$ cat src/rtl/receiver_pkg.sv
// receiver_pkg: shared constants and state type for the serial frame receiver
package receiver_pkg;
   localparam int DATA_W = 8;
   localparam int CNT_W = $clog2(DATA_W);
   localparam logic [DATA_W-1:0] SFD = 8'hAB;
   typedef enum logic {HUNT, RECEIVE} state_t;
endpackage

$ cat src/rtl/receiver_sfd_detector.sv
// sfd_detector: sliding-window start-of-frame delimiter matcher
//   clk, reset (async active-low), en (shift rx into window), clr (empty the window),
//   rx (serial bit), match (window including current rx equals SFD)
module sfd_detector
   import receiver_pkg::*;
(
   input  logic clk,
   input  logic reset,
   input  logic en,
   input  logic clr,
   input  logic rx,
   output logic match
);
   // Window bit 0 falls out on the next shift, so only the upper 7 bits are kept.
   logic [DATA_W-2:0] hist;
   logic [DATA_W-1:0] win;
   assign win = {rx, hist};
   assign match = win == SFD;
   always_ff @(posedge clk or negedge reset)
      if (!reset) hist <= '0;
      else if (clr) hist <= '0;
      else if (en) hist <= win[DATA_W-1:1];
endmodule

$ cat src/rtl/receiver.sv
// receiver: serial frame receiver, hunts SFD then captures one LSB-first byte
//   clk, reset (async active-low), rx (serial in, one bit per clk),
//   rec_complete (one-cycle pulse with a new byte), dout (last received byte)
module receiver
   import receiver_pkg::*;
(
   input  logic              clk,
   input  logic              reset,
   input  logic              rx,
   output logic              rec_complete,
   output logic [DATA_W-1:0] dout
);
   state_t            state;
   logic [DATA_W-2:0] data_hist;
   logic [CNT_W-1:0]  cnt;
   logic              match;
   logic              hunt;
   logic              last;
   assign hunt = state == HUNT;
   assign last = state == RECEIVE && cnt == CNT_W'(DATA_W - 1);
   // Window is frozen while receiving so payload bits never form an SFD, and emptied at frame end.
   sfd_detector u_sfd (
      .clk   (clk),
      .reset (reset),
      .en    (hunt),
      .clr   (last),
      .rx    (rx),
      .match (match)
   );
   always_ff @(posedge clk or negedge reset)
      if (!reset) begin
         state        <= HUNT;
         data_hist    <= '0;
         cnt          <= '0;
         dout         <= '0;
         rec_complete <= 1'b0;
      end else begin
         rec_complete <= last;
         if (hunt) begin
            if (match) begin
               state <= RECEIVE;
               cnt   <= '0;
            end
         end else begin
            data_hist <= {rx, data_hist[DATA_W-2:1]};
            cnt       <= cnt + 1'b1;
            if (last) begin
               dout  <= {rx, data_hist};
               state <= HUNT;
            end
         end
      end
endmodule

$ cat config.mk
export PLATFORM = sky130hd
export DESIGN_NAME = receiver
export DESIGN_NICKNAME = d
export VERILOG_FILES = /design/src/rtl/receiver_pkg.sv /design/src/rtl/receiver_sfd_detector.sv /design/src/rtl/receiver.sv
export SDC_FILE = /design/constraint.sdc
export NUM_CORES = 1
export LEC_CHECK = 0
export CORE_UTILIZATION = 53
export CTS_CLUSTER_DIAMETER = 80
export CTS_CLUSTER_SIZE = 16
export DETAILED_ROUTE_END_ITERATION = 12
export PLACE_DENSITY = 0.76
export SETUP_SLACK_MARGIN = 0.1
export SLEW_MARGIN = 20
export SYNTH_ARGS = -nofsm -noshare
export SYNTH_HDL_FRONTEND = slang
export SYNTH_SLANG_ARGS = --single-unit
$ cat constraint.sdc
create_clock -name clk -period 1.6 [get_ports clk]
set_input_delay 0.32 -clock clk [delete_from_list [all_inputs] [get_ports clk]]
set_output_delay 0.32 -clock clk [all_outputs]
set_load 0.02 [all_outputs]
After elaboration in Yosys (flattened, before gate mapping):

Cells that the tools add are included.

* eq/ne operators: 3
* add/sub/neg operators: 1
* mux-type cells: 7
* reductions and logical operators: 3

Operators with widths (number)
* $mux 7: 2
* $eq 8x8->1 const B: 1
* $mux 3: 2
* $add 3x1->3 const B: 1
* $eq 3x3->1 const B: 1
* $mux 1: 3
* $ne 2x1->1 const B: 1
* $reduce_and 2->1: 1
* $reduce_bool 2->1: 1
* $logic_and 1x1->1: 1

* register bits after elaboration: 27
* input port bits: 3
* output and inout port bits: 9
* logic and storage cells: 20

Logic depth before layout (Yosys ltp):

Gate-level depths: netlist (run 1).

* word-level depth: 4
* gate-level depth with buffers: 6
* gate-level depth less buffers: 5

Hierarchy:

A second synthesis (run 1) with hierarchy kept.

* cell total of the unflattened synthesis: 73
* area, all modules: 1077.3 µm²

By module, submodules not included
* receiver: seq. area each 500.5 µm², cells each 48, area each 770.7 µm², instances 1
* sfd_detector: seq. area each 175.2 µm², cells each 25, area each 306.5 µm², instances 1

Worst setup path after synthesis (run 1):

Ideal clock, no wire load.

* path kind: flip-flop to flip-flop
* start: register cnt[0]
* end: register dout[0]
* arrival time: 1.370 ns
* library setup time: 0.125 ns
* setup slack: 0.105 ns
* path buffers: 1
* cell stages (with the launch flop): 6
* data required time: 1.475 ns
* period minus slack after synthesis: 1.495 ns
* path through: dfrtp_1 ha_1 ha_1 buf_4 nand2_2 mux2_2

* word-level cells in the longest chain between the ends: 3

RTL lines
* from (decl): RTL line receiver.sv:15 `logic [CNT_W-1:0] cnt;`
* from (signal assigned): RTL line receiver.sv:46 `cnt <= cnt + 1'b1;`
* $eq 3x3->1: RTL line receiver.sv:20 `assign last = state == RECEIVE && cnt == CNT_W'(DATA_W - 1);`
* $logic_and 1x1->1: RTL line receiver.sv:20
* $reduce_and 2->1 (no source line)
* to (signal assigned): RTL line receiver.sv:48 `dout <= {rx, data_hist};`
* to (decl): RTL line receiver.sv:11 `output logic [DATA_W-1:0] dout`

Every way passes these cells.
A chain may end at the register's enable or synchronous reset.

Worst setup path in the final report (run 1):

* start: register cnt[0]
* end: register dout[5]

Same word-level chain as after synthesis.

==> results of run 1 <==
-- per-stage QoR --
| step | instance area, sq um | worst slack (ps) | hold slack (ps) |
|---|---|---|---|
| 6_report | 1256 | 161.1 | 351.3 |
| 5_1_grt | 1256 | 99.50 | 381.2 |
| 4_1_cts | 1237 | 124.3 | 357.6 |
| 3_5_place_dp | 1221 | 140.2 | 482.7 |
| 3_3_place_gp | 1221 | 168.8 | 462.4 |
| 2_1_floorplan | 1081 | 104.9 | 24.41 |
-- kinds of logic after synthesis --
kind of cell | synth area share
simple gates | 0.06483
compound gates | 0.07523
mux | 0.1551
fa+ha+maj | 0.02314
flops | 0.6250
buf+inv | 0.05670
-- worst max path at each step --
stage	slack, ps	to	cells after the start
2_1_floorplan	100	dout[0]	5
3_3_place_gp	170	dout[5]	4
3_5_place_dp	140	dout[2]	4
4_1_cts	120	dout[2]	4
5_1_grt	100	dout[3]	4
6_report	160	dout[5]	4
-- repair_timing --
| action | in CTS | in global routing |
|---|---|---|
| cloned | 0 | 1 |
| setup endpoints to repair | 9 | 7 |
| resized for setup | 9 | 1 |
| buffers inserted | 0 | 1 |
| pin swaps | 0 | 1 |
-- layout make-up --
cell class	count	area [sq um]
inverters	8	30.03
clock inverters	1	5.005
repair buffers	16	136.4
well taps	25	31.28
clock buffers	3	22.52
multi-input cells	46	355.3
fillers	153	564.3
flip-flops and latches	27	675.6
-- cells in the mapped netlist --
master / instances / area (sq um)
nand4bb_1: 1 / 11.26
buf_4: 2 / 15.01
nand2_1: 10 / 37.54
mux2_2: 14 / 157.7
dfrtp_1: 27 / 675.7
inv_1: 8 / 30.03
nand4b_1: 1 / 8.760
mux2i_1: 1 / 10.01
o22ai_1: 7 / 43.79
nand2b_1: 1 / 6.260
buf_6: 1 / 11.26
nand2_2: 1 / 6.260
buf_2: 1 / 5.000
ha_1: 2 / 25.02
o21ai_0: 6 / 30.03
o31ai_1: 1 / 7.510
-- state kept, by name, indices dropped and copies added, names as in the netlist --
name          count
cnt               3
data_hist         7
dout              8
rec_complete      1
u_sfd.hist        7
state             1
-- report_power, final --
group | switching, mW | internal [mW]
Sequential | 0.168 | 0.908
Combinational | 0.292 | 0.298
Clock | 0.184 | 0.0936
-- worst reg2reg max path, cell delays in order, from the launching register on --
cell and delay (ps):
dfrtp_1 420, ha_1 200, ha_1 250, nand2_2 130
mux2_2 340
-- metal layers --
metal	wire, microns	vias up	global-route usage
li1	-	321	-
met1	819	341	0.2348
met2	902	13	0.3278
met3	48	4	0.03846
met4	41	0	0.1029
met5	0	-	0
==> results_dict.tcl, run 1 <==
set metrics [dict create \
    final_common_cell "dfrtp_1" \
    yosysSeqAreaShare 0.6250 \
    slew_headroom 0.7853 \
    rows 15 \
    grt_pass1_wl_microns 2870 \
    critPathRequiredTime_ps 1820 \
    detail-route-antenna-nets 0 \
    cpMostUsedCell "ha_1" \
    post_drt_wl_per_cell_microns 14.38 \
    max_freq_ghz 0.6950 \
    placedCellCount 120 \
    clkTransAtPathRegs_ps 130 \
    final_cell_mix "27 x dfrtp_1, 14 x mux2_2, 10 x nand2_1" \
    drive_gt1_frac 0.2475 \
    antenna_found_initial 0 \
    fin_nets 107 \
    cts-root-buf "clkbuf_4" \
    drc 0 \
    vias 679 \
    netlist_area_sq_um 1081 \
    leakagePower_nw 0.6476 \
    num_antenna_cells 0 \
    worst_setup_path_start_kind "register" \
    wirelength_microns 1812 \
    drtPass1Iterations 4 \
    critPathMaxFanout 4 \
    status "completed" \
    critical_path_arrival_ps 1660 \
    first_global_vias 658 \
    maxSlewViolCount 0 \
    die_w_microns 47.16 \
    slowest_delay_ps 420 \
    fin_crit_sh 0.8993 \
    netlist_instances 84 \
    die_h_microns 47.16 \
    syn_nets 89 \
    hold_viol_final 0 \
    p_per_area_nw_per_um2 1547 \
    crit_start "cnt[0]" \
    peakVddDrop_v 0.001025 \
    finalSetupTns_ps 0 \
    r2r_start "cnt[0]" \
    reg2reg_depth 4 \
    slowest_stage "dfrtp_1" \
    utilization 0.6900 \
    crit_family "adder cells" \
    synth-seq-cells 27 \
    grt_max_degree 28 \
    core_area_sq_um 1821 \
    hold_class "input port to asynchronous set/reset pin" \
    total_power_mw 1.943 \
    tightestPinTransition_ps 322.0 \
    cts_buffers 3 \
    drt_iter0_drc 8 \
    cts_sinks 27 \
    areaGrowthSynthToFinish_pct 16.20 \
    htree_levels 1 \
    setup_violations 0 \
    finalClockSkew_ps 2.292 \
    end_kind "register" \
    grt_setup_unrepaired "false" \
    reg2reg_to "dout[5]" \
    path_cells "ha_1, ha_1, nand2_2, mux2_2" \
    dieArea_sq_um 2224 \
    reg2reg_slack_ps 160 \
    place_congestion 0.6700 \
    synth_cell_type_count 16 \
    fin_crit_ps 1439 \
    ios 12 \
    viasPerCell 5.389 \
    place_hpwl_microns 1244 \
    drv_cap 0 \
    start_util 0.5938 \
    yosysWarnings 0 \
    grt_use_total 0.1942 \
    port-buffer-count 11 \
    path_buf_inv 0 \
    path_class "register to register" \
    grt-ovfl-total 0 \
    stdcell_count 126 \
    avgSynthCellArea_sq_um 12.87 \
    clock_latency_ps 310 \
    clock_path_buffers 2 \
    ctsHoldBuffers 0 \
    cts_tree "built" \
]
(Power assumes the default switching activity.)
==> inputs of run 2 (changes only) <==
ABC_AREA = 0   (was default)
SLEW_MARGIN = 30   (was 20)
==> results of run 2 <==
The final DEF is identical to that of run 1; final timing and power are the same.
==> inputs of run 3 (changes only) <==
CORE_UTILIZATION = 48   (was 53)
PLACE_DENSITY = 0.72   (was 0.76)
clock period = 1.3 ns   (was 1.6 ns; I/O delays follow)
==> run 3 against run 2 <==
Net effect: clock skew grew 2.4 ps; fmax is 12% higher; combinational power rose by 53%; clock-buffer cell count increased by 1; hold slack worse by 69 ps; critical path type unchanged; critical endpoint is now dout[1]; largest power group unchanged; highest routed layer unchanged.
==> results_dict.tcl, run 3 (synthesis results as in run 1) <==
set metrics [dict create \
    final_common_cell "dfrtp_1" \
    num_antenna_cells 0 \
    die_w_microns 49.46 \
    hold_ws_ps 282.7 \
    wirelength_microns 1817 \
    utilization 0.6771 \
    top_regs "dout: 8 flops, data_hist: 7 flops, u_sfd.hist: 7 flops" \
    clkTransAtPathRegs_ps 130 \
    grt_pass1_wl_microns 3243 \
    critPathRequiredTime_ps 1510 \
    fin_nets 113 \
    fin_crit_ps 1288 \
    drv_cap 0 \
    viasPerCell 5.007 \
    maxSlewViolCount 0 \
    first_global_vias 695 \
    path_class "register to register" \
    leakagePower_nw 0.6922 \
    critical_path_arrival_ps 1490 \
    cts_buffers 3 \
    status "completed" \
    dieArea_sq_um 2446 \
    final_cell_mix "26 x dfrtp_1, 9 x nand2_1, 9 x buf_2, 9 x buf_4, 8 x inv_1" \
    place_hpwl_microns 1132 \
    grt-ovfl-total 0 \
    hold_viol_final 0 \
    drt_iter0_drc 8 \
    rows 16 \
    worst_setup_path_start_kind "register" \
    grt_use_total 0.1761 \
    end_kind "register" \
    max_freq_ghz 0.7767 \
    setup_violations 0 \
    total_power_mw 2.587 \
    grt_use_met2 0.3037 \
    hold_class "input port to asynchronous set/reset pin" \
    ios 12 \
    place_area_sq_um 1299 \
    vias 671 \
    fin_area_sq_um 1383 \
    largest_reg_flops 8 \
    cts-root-buf "clkbuf_4" \
    finalSetupTns_ps 0 \
    tightestPinTransition_ps 180.7 \
    grt_setup_unrepaired "true" \
    regMostFlops "dout" \
    drc 0 \
    detail-route-antenna-nets 0 \
    drtPass1Iterations 3 \
    fin_crit_sh 0.9904 \
    antenna_found_initial 0 \
    grt_busiest_layer "met2" \
    p_per_area_nw_per_um2 1871 \
    core_area_sq_um 2042 \
    finalClockSkew_ps 4.679 \
    areaGrowthSynthToFinish_pct 27.89 \
    clock_latency_ps 310 \
    grt.met1_usage 0.2247 \
    cts_tree "built" \
    critPathMaxFanout 5 \
    use_met3 0.03086 \
    drive_gt1_frac 0.4486 \
    port-buffer-count 11 \
    post_drt_wl_per_cell_microns 13.56 \
    clock_path_buffers 2 \
    start_util 0.5294 \
    slew_headroom 0.8785 \
    place_congestion 0.7747 \
    peakVddDrop_v 0.001340 \
    cts_sinks 27 \
    htree_levels 1 \
    die_h_microns 49.46 \
    grt_max_degree 28 \
]
==> run 3: cell count changes in the layout (fill, tap and decap cells not counted), moves of 2 or more <==
cell	before	now
ha_1	2	0
mux2_2	14	7
o22ai_2	0	4
dlygate4sd2_1	9	0
mux2_4	0	7
o22ai_1	7	3
buf_4	5	9
ha_4	0	2
buf_2	0	9
==> run 3: final timing paths <==
| check | startpoint | end | slack (ps) | cells past startpoint |
|---|---|---|---|---|
| max | cnt[1] | dout[1] | 10 | 4 |
| min | reset | u_sfd.hist[0] | 280 | 2 |
| max reg2reg | cnt[1] | dout[1] | 10 | 4 |
| min reg2reg | dout[7] | dout[7] | 520 | 2 |
| max in group asynchronous | reset | state | 860 | 2 |
| min in group clk | dout[7] | dout[7] | 520 | 2 |
==> run 3: area by class of cell <==
class / count / area [sq um]
Fill cell: 165 / 659.4
Multi-Input combinational cell: 46 / 451.7
Clock buffer: 4 / 26.28
Sequential cell: 27 / 676.9
Timing Repair Buffer: 22 / 163.9
Tap cell: 27 / 33.78
Inverter: 8 / 30.03
==> run 3: metrics by stage <==
step                instances  worst slack, ps
CTS                       132          -0.3878
floorplan                  84           -37.72
global placement          123           0.8087
global route              134           -12.57
detailed placement        123           -74.45
finish                    134            12.44
==> run 3: timing repair <==
action | in CTS | in global routing
setup endpoints to repair | 17 | 16
cloned | 1 | 0
setup buffers | 4 | 2
pin swaps | 1 | 1
gates resized for setup | 38 | 8
hold buffers | 0 | 0
==> run 3: report_power, final <==
part           switching, mW  internal (mW)  leakage [nW]
combinational          0.397          0.506         0.334
clock                  0.222          0.120        0.0150
sequential             0.222           1.12         0.343
total                  0.840           1.75         0.692
==> run 3: metal layers <==
| layer | routed length (microns) | vias to the layer above |
|---|---|---|
| li1 | - | 335 |
| met1 | 834 | 326 |
| met2 | 903 | 8 |
| met3 | 66 | 2 |
| met4 | 13 | 0 |
| met5 | 0 | - |
==> run 3: worst max-delay path: stages, from the launching register on <==
cell and delay [ps]:
dfrtp_1 430, ha_4 180, ha_4 180, nand2_8 90
mux2_4 300
